<file path="config.mk">
export PLATFORM = sky130hd
export DESIGN_NAME = fft8_frame_sequencer
export DESIGN_NICKNAME = d
export VERILOG_FILES = /design/src/rtl/fft8_frame_sequencer_pkg.sv /design/src/rtl/fft8_frame_sequencer.sv
export SDC_FILE = /design/constraint.sdc
export NUM_CORES = 1
export LEC_CHECK = 0
export CAP_MARGIN = 20
export CORE_MARGIN = 2
export CORE_UTILIZATION = 39
export CTS_CLUSTER_DIAMETER = 200
export CTS_CLUSTER_SIZE = 10
export DETAILED_ROUTE_END_ITERATION = 10
export GPL_TIMING_DRIVEN = 0
export MAX_ROUTING_LAYER = met4
export PLACE_DENSITY_LB_ADDON = 0.3
export SLEW_MARGIN = 10
export SYNTH_ARGS = -nofsm -noshare
export SYNTH_HDL_FRONTEND = slang
export SYNTH_SLANG_ARGS = --single-unit
</file>
<file path="constraint.sdc">
create_clock -name clk -period 2.6 [get_ports clk]
set_input_delay 0.26 -clock clk [delete_from_list [all_inputs] [get_ports clk]]
set_output_delay 0.26 -clock clk [all_outputs]
set_load 0.1 [all_outputs]
</file>
<file path="src/rtl/fft8_frame_sequencer_pkg.sv">
// Shared state encoding, constants and bin-order helper for the FFT-8 frame sequencer.
package fft8_frame_sequencer_pkg;

   typedef enum logic [2:0] {
      S_LOAD    = 3'd0,
      S_LAUNCH  = 3'd1,
      S_WAIT_UP = 3'd2,
      S_WAIT_DN = 3'd3,
      S_UNLOAD  = 3'd4
   } state_t;

   localparam logic       HIGH     = 1'b1;
   localparam logic       LOW      = 1'b0;
   localparam int         FFT_N    = 8;
   localparam logic [2:0] LAST_IDX = 3'(FFT_N - 1);

   function automatic logic [2:0] bitrev3(input logic [2:0] idx);
      return {idx[0], idx[1], idx[2]};
   endfunction

endpackage

</file>
<file path="src/rtl/fft8_frame_sequencer.sv">
// Frame scheduler around fft8_controller: loads x_0..x_7 from a valid/ready stream,
// launches the transform, waits for it to finish and streams the 8 bins back out.
module fft8_frame_sequencer
   import fft8_frame_sequencer_pkg::*;
#(
   parameter int DATA_W        = 16,
   parameter int START_TIMEOUT = 4,
   parameter int BIT_REV_OUT   = 0
) (
   input  logic                clk,
   input  logic                rst,
   input  logic                in_valid_i,
   input  logic [DATA_W-1:0]   in_data_i,
   output logic                in_ready_o,
   output logic [7:0]          x_wr_en_o,
   output logic [DATA_W-1:0]   x_wr_data_o,
   output logic                fft_start_o,
   input  logic                fft_busy_i,
   output logic [2:0]          res_sel_o,
   input  logic [2*DATA_W-1:0] res_data_i,
   output logic                out_valid_o,
   output logic [2*DATA_W-1:0] out_data_o,
   output logic                out_last_o,
   input  logic                out_ready_i,
   output logic                busy_o,
   output logic                err_o
);

   localparam int               TMR_W    = $clog2(START_TIMEOUT) + 1;
   localparam logic [TMR_W-1:0] TMR_LAST = TMR_W'(START_TIMEOUT - 1);

   // Both stream ports use plain valid/ready: a beat moves on any edge where
   // valid and ready are both high; a raised valid holds its data until then.

   state_t              state, state_n;
   logic [2:0]          load_cnt, load_cnt_n;
   logic [2:0]          out_cnt, out_cnt_n;
   logic                out_done, out_done_n;
   logic [TMR_W-1:0]    timer, timer_n;
   logic                err_n;
   logic                out_valid_n, out_last_n;
   logic [2*DATA_W-1:0] out_data_n;
   logic                out_fire;

   always_ff @(posedge clk) begin
      if (rst) begin
         state       <= S_LOAD;
         load_cnt    <= '0;
         out_cnt     <= '0;
         out_done    <= LOW;
         timer       <= '0;
         err_o       <= LOW;
         out_valid_o <= LOW;
         out_last_o  <= LOW;
         out_data_o  <= '0;
      end else begin
         state       <= state_n;
         load_cnt    <= load_cnt_n;
         out_cnt     <= out_cnt_n;
         out_done    <= out_done_n;
         timer       <= timer_n;
         err_o       <= err_n;
         out_valid_o <= out_valid_n;
         out_last_o  <= out_last_n;
         out_data_o  <= out_data_n;
      end
   end

   always_comb begin
      state_n     = state;
      load_cnt_n  = load_cnt;
      out_cnt_n   = out_cnt;
      out_done_n  = out_done;
      timer_n     = timer;
      err_n       = err_o;
      out_valid_n = out_valid_o;
      out_last_n  = out_last_o;
      out_data_n  = out_data_o;
      in_ready_o  = LOW;
      x_wr_en_o   = '0;
      x_wr_data_o = in_data_i;
      fft_start_o = LOW;
      res_sel_o   = '0;
      busy_o      = HIGH;
      out_fire    = out_valid_o & out_ready_i;

      case (state)
         S_LOAD: begin
            in_ready_o = HIGH;
            busy_o     = (load_cnt != 3'd0);
            if (in_valid_i) begin
               x_wr_en_o = 8'd1 << load_cnt;
               if (load_cnt == LAST_IDX) begin
                  load_cnt_n = '0;
                  state_n    = S_LAUNCH;
               end else begin
                  load_cnt_n = load_cnt + 3'd1;
               end
            end
         end
         S_LAUNCH: begin
            fft_start_o = HIGH;
            timer_n     = '0;
            state_n     = S_WAIT_UP;
         end
         S_WAIT_UP: begin
            // The controller registers start, so busy shows up a cycle or two late.
            if (fft_busy_i) begin
               state_n = S_WAIT_DN;
            end else if (timer == TMR_LAST) begin
               err_n   = HIGH;
               state_n = S_LOAD;
            end else begin
               timer_n = timer + TMR_W'(1);
            end
         end
         S_WAIT_DN: begin
            if (!fft_busy_i) begin
               out_cnt_n  = '0;
               out_done_n = LOW;
               state_n    = S_UNLOAD;
            end
         end
         S_UNLOAD: begin
            res_sel_o = (BIT_REV_OUT != 0) ? bitrev3(out_cnt) : out_cnt;
            // Single output slot: refill whenever it is empty or draining this cycle.
            if ((!out_valid_o || out_fire) && !out_done) begin
               out_data_n  = res_data_i;
               out_valid_n = HIGH;
               out_last_n  = (out_cnt == LAST_IDX);
               if (out_cnt == LAST_IDX) out_done_n = HIGH;
               else                     out_cnt_n  = out_cnt + 3'd1;
            end
            if (out_fire && out_last_o) begin
               out_valid_n = LOW;
               out_last_n  = LOW;
               state_n     = S_LOAD;
            end
         end
         default: state_n = S_LOAD;
      endcase
   end

endmodule

</file>
---- After elaboration in Yosys (flattened, before gate mapping) ----
Index checks and enable logic that the tools add are counted.
storage, ports and cells
  flip-flop bits (word level) ............. 48
  output and inout port bits .............. 65
  bits of input ports ..................... 53
cells by class
  bitwise logic cells ..................... 2
  add/subtract/negate cells ............... 3
  eq/ne operators ......................... 17
  shift operators ......................... 1
  reductions and logical operators ........ 18
  mux-type cells .......................... 29
operator list
  kind                 number
  $mux 3               13
  $ne 2x2->1 const B   9
  $mux 8               2
  $pmux 3 s5           1
  $pmux 3 s2           2
  $mux 1               10
  $add 3x1->3 const B  3
  $eq 3x2->1 const B   3
  $eq 3x3->1 const B   3
  $reduce_and 4->1     2
  $shl 1x3->8 const A  1
  $reduce_and 2->1     3
  $reduce_and 3->1     2
  $reduce_bool 2->1    3
  $reduce_and 5->1     1
  $eq 3x1->1 const B   1
  $logic_not 3->1      1
  $ne 3x3->1 const B   1
  $reduce_bool 3->1    1
  $logic_and 1x1->1    2
  $logic_not 1->1      2
  $pmux 1 s2           1
  $and 1x1->1          1
  $logic_or 1x1->1     1
  $not 1->1            1

---- Longest topological paths before layout ----
  word-level depth ........................ 5
  gate-level depth with buffers ........... 6
  depth with buffers taken out ............ 6

---- Least setup slack after synthesis ----
No wires, ideal clock.
  path type ............................... reg2out
  start point ............................. register state[2]
  end point ............................... output busy_o
  cell stages (with the launch flop) ...... 4
  arrival ................................. 4210 ps
  buffers on the path ..................... 1
  path slack .............................. -1870 ps
  required time ........................... 2340 ps
  cells stage by stage .................... dfxtp_1 > clkbuf_1 > nor3_1 > nand3_1
on the way
  cells in the longest elaborated chain, start to end .. 2
ends and longest elaborated chain
  element                   RTL line                    source
  start: declaration        fft8_frame_sequencer.sv:35  state_t state, state_n;
  start signal: assignment  fft8_frame_sequencer.sv:57  state <= state_n;
  $logic_not 3->1           fft8_frame_sequencer.sv:87  case (state)
  $mux 1                    fft8_frame_sequencer.sv:87
  end: declaration          fft8_frame_sequencer.sv:25  output logic busy_o,
No other way between the ends.

---- Worst setup path in the final report ----
  start point ............................. register state[2]
  end point ............................... output x_wr_en_o[3]
on the way
  cells in the longest elaborated chain, start to end .. 2
ends and longest elaborated chain
  element           RTL line                    source
  $logic_not 3->1   fft8_frame_sequencer.sv:87
  $mux 8            fft8_frame_sequencer.sv:87
  end: declaration  fft8_frame_sequencer.sv:15  output logic [7:0] x_wr_en_o,
No other way between the ends.

==> flow_summary.yaml <==
power:
  p_per_area_nw_per_um2: 986.4
  p_leak_uw: 0.001299
  peakVddDrop_v: 0.0007065
  finalPower_uw: 3335
timing:
  clock_skew_ns: 0.01314
  finalSetupViolCount: 0
  rsz0062_at_grt: "false"
  layout_worst_path_cycle_share: 0.9506
  period_needed_ns: 2.472
  maxSlewHeadroom: 0.3272
  fmax_mhz: 404.6
  worstMarginPinSlew_ns: 1.006
  report.final.slew_viol_count: 0
  hold_viol_final: 0
  hold_slack_ns: 0.4538
routing:
  ant_nets: 0
  drt-total-wl_microns: 5176
  dr_wl_met3_microns: 559
  drcViolationCount: 0
  first_iter_violations: 67
  dr_total_vias: 2137
  post_drt_wl_per_cell_microns: 11.45
  wl_met2_microns: 2310
  vias_per_cell: 4.728
  drtPass1Iterations: 6
  routed.top_layer: "met4"
  wl_met1_microns: 2265
floorplan:
  die_y_microns: 78.78
  die_area_sq_um: 6206
  rows: 27
  start_util: 0.4010
  die_w_microns: 78.78
  num_io_pins: 118
  core_region_area_sq_um: 5439
clock_network:
  cts_tree: "done"
  clkTransAtPathRegs_ns: 0.09
  numCtsBuffers: 5
  cts.sinks: 48
  ctsLongestPathBuffers: 2
  post_cts_buffers: 0
  root_buffer: "clkbuf_8"
  clk_latency_ns: 0.30
  hold_buffers: 0
  ctsResizeCount: 31
  cts-htree-levels: 2
worst_setup_path:
  arrival_ns: 2.21
  critPathLaunchType: "register"
  crit_path_end_kind: "output port"
  r2r_slack_ns: 0.52
  crit_type: "register to output port"
  reg2regPathDepth: 6
  crit_slowest_cell: "dlygate4sd2_1"
  critical_path.max_fanout: 10
  reg2reg_to: "timer[2]"
  cp.required_ns: 2.34
  slowest_delay_ns: 0.84
  worstReg2RegStart: "timer[0]"
  crit_chain: "clkbuf_1, nor3_4, and3_1, dlygate4sd2_1"
  cp_top_family: "buffers and inverters"
  crit_buf_inv: 2
global_routing:
  grt_pass1_vias: 1953
  grt_max_degree: 15
  grtUsageTotal: 0.1734
  grt_overflow: 0
  grt_first_pass_wirelength_microns: 8507
  antenna_found_initial: 0
job:
  cap_violations: 0
placement:
  port_buffers: 101
  placed_area_sq_um: 3297
  place_congestion: 0.7493
  hpwl_microns: 3964
cells_and_area:
  synthToLayoutAreaGrowth_pct: 55.02
  antenna-diode-count: 0
  nFillCells: 501
  final_area_sq_um: 3381
  layout_common_cells: "clkdlybuf4s50_1 (88), nand2_1 (67), dfxtp_1 (48)"
  layout_commonest_cell: "clkdlybuf4s50_1"
  nets: 442
  drive_gt1_frac: 0.1211
synth:
  synth_edf_count: 0
  yosys_warnings: 0
  ys_async_sr_fraction: 0
  synth_area_sq_um: 2181
  syn_avg_cell_area_sq_um: 8.047
  seq_area_frac_synth: 0.4406
  syn_inst: 271
  synth_nets: 334
  synth-seq-cells: 48
  yosys_most_used_dff: "dfxtp_1"
  synth.distinct_cells: 38
worst_hold_path:
  min_to: "out_data_o[6]"
  hp-class: "register to register"
  hold_depth: 2
  hold_start: "out_data_o[6]"
outcome:
  status: "finished clean"
state kept, by name, summed over array words and instances (netlist names):
register and flops:
out_data_o 32, out_done 1, out_valid_o 1, out_cnt 3
state 3, out_last_o 1, timer 3, load_cnt 3
err_o 1
layer usage:
| metal | global-route usage | up-vias |
|---|---|---|
| li1 | - | 1107 |
| met1 | 0.2055 | 944 |
| met2 | 0.2744 | 80 |
| met3 | 0.07159 | 6 |
| met4 | 0.04386 | 0 |
| met5 | - | - |
worst max path at each step:
stage,from,to,slack (ns),depth (start not counted)
floorplan,state[2],busy_o,-0.03,3
global placement,in_valid_i,x_wr_en_o[2],-0.54,5
detailed placement,in_valid_i,x_wr_en_o[1],-0.56,5
CTS,state[1],res_sel_o[2],0.02,4
global route,state[2],x_wr_en_o[7],0.01,4
finish,state[2],x_wr_en_o[3],0.13,4
power by group:
group	internal, uW	switching (uW)
logic	460	1440
registers	847	69.5
clock network	285	235
total	1590	1740
Yosys cell counts, types with 2 or more instances:
cell type	instances	share of area
a21o_1	2	0.0069
or3_1	2	0.0057
a21oi_1	41	0.094
clkbuf_1	9	0.015
and2_1	4	0.011
nand3b_1	4	0.014
buf_2	5	0.011
nand2b_1	2	0.0057
a311oi_1	2	0.0080
nor3_1	5	0.011
nor2_1	15	0.026
o21ai_0	2	0.0046
buf_4	16	0.055
nand2_1	67	0.12
dfxtp_1	48	0.44
o211ai_1	3	0.010
and3_1	9	0.026
ha_1	10	0.057
inv_1	6	0.010
cells by family after synthesis:
family                   after synthesis  share of synthesized area
AO/OA/AOI/OAI                         58                     0.1538
adder cells (fa/ha/maj)               10                    0.05737
buffers and inverters                 37                    0.09409
flip-flops                            48                     0.4406
AND/OR/NAND/NOR                      118                     0.2542
final cells by class:
type,instances,area [sq um],area share
inverters,6,22.52,0.006662
multi-input cells,186,1030,0.3046
clock inverters,2,35.03,0.01036
well taps,72,90.09,0.02665
repair buffers,101,987.2,0.2920
clock buffers,6,72.57,0.02147
plain buffers,31,182.7,0.05403
flip-flops and latches,48,960.9,0.2842
metrics by stage:
step	setup slack, ns	util	instances	TNS [ns]
3_3_place_gp	-0.5396	0.6062	444	-1.683
5_1_grt	0.01092	0.6216	452	0
6_report	0.1283	0.6216	452	0
2_1_floorplan	-0.03411	-	271	-0.03411
3_5_place_dp	-0.5592	0.6062	444	-1.831
4_1_cts	0.01667	0.6223	452	0
tightest hold or removal path, stage by stage (launching register included):
cell and delay (ns):
dfxtp_1 0.31, nand2_1 0.05, a21oi_1 0.05
No activity file was read; power rests on OpenSTA's default activity.
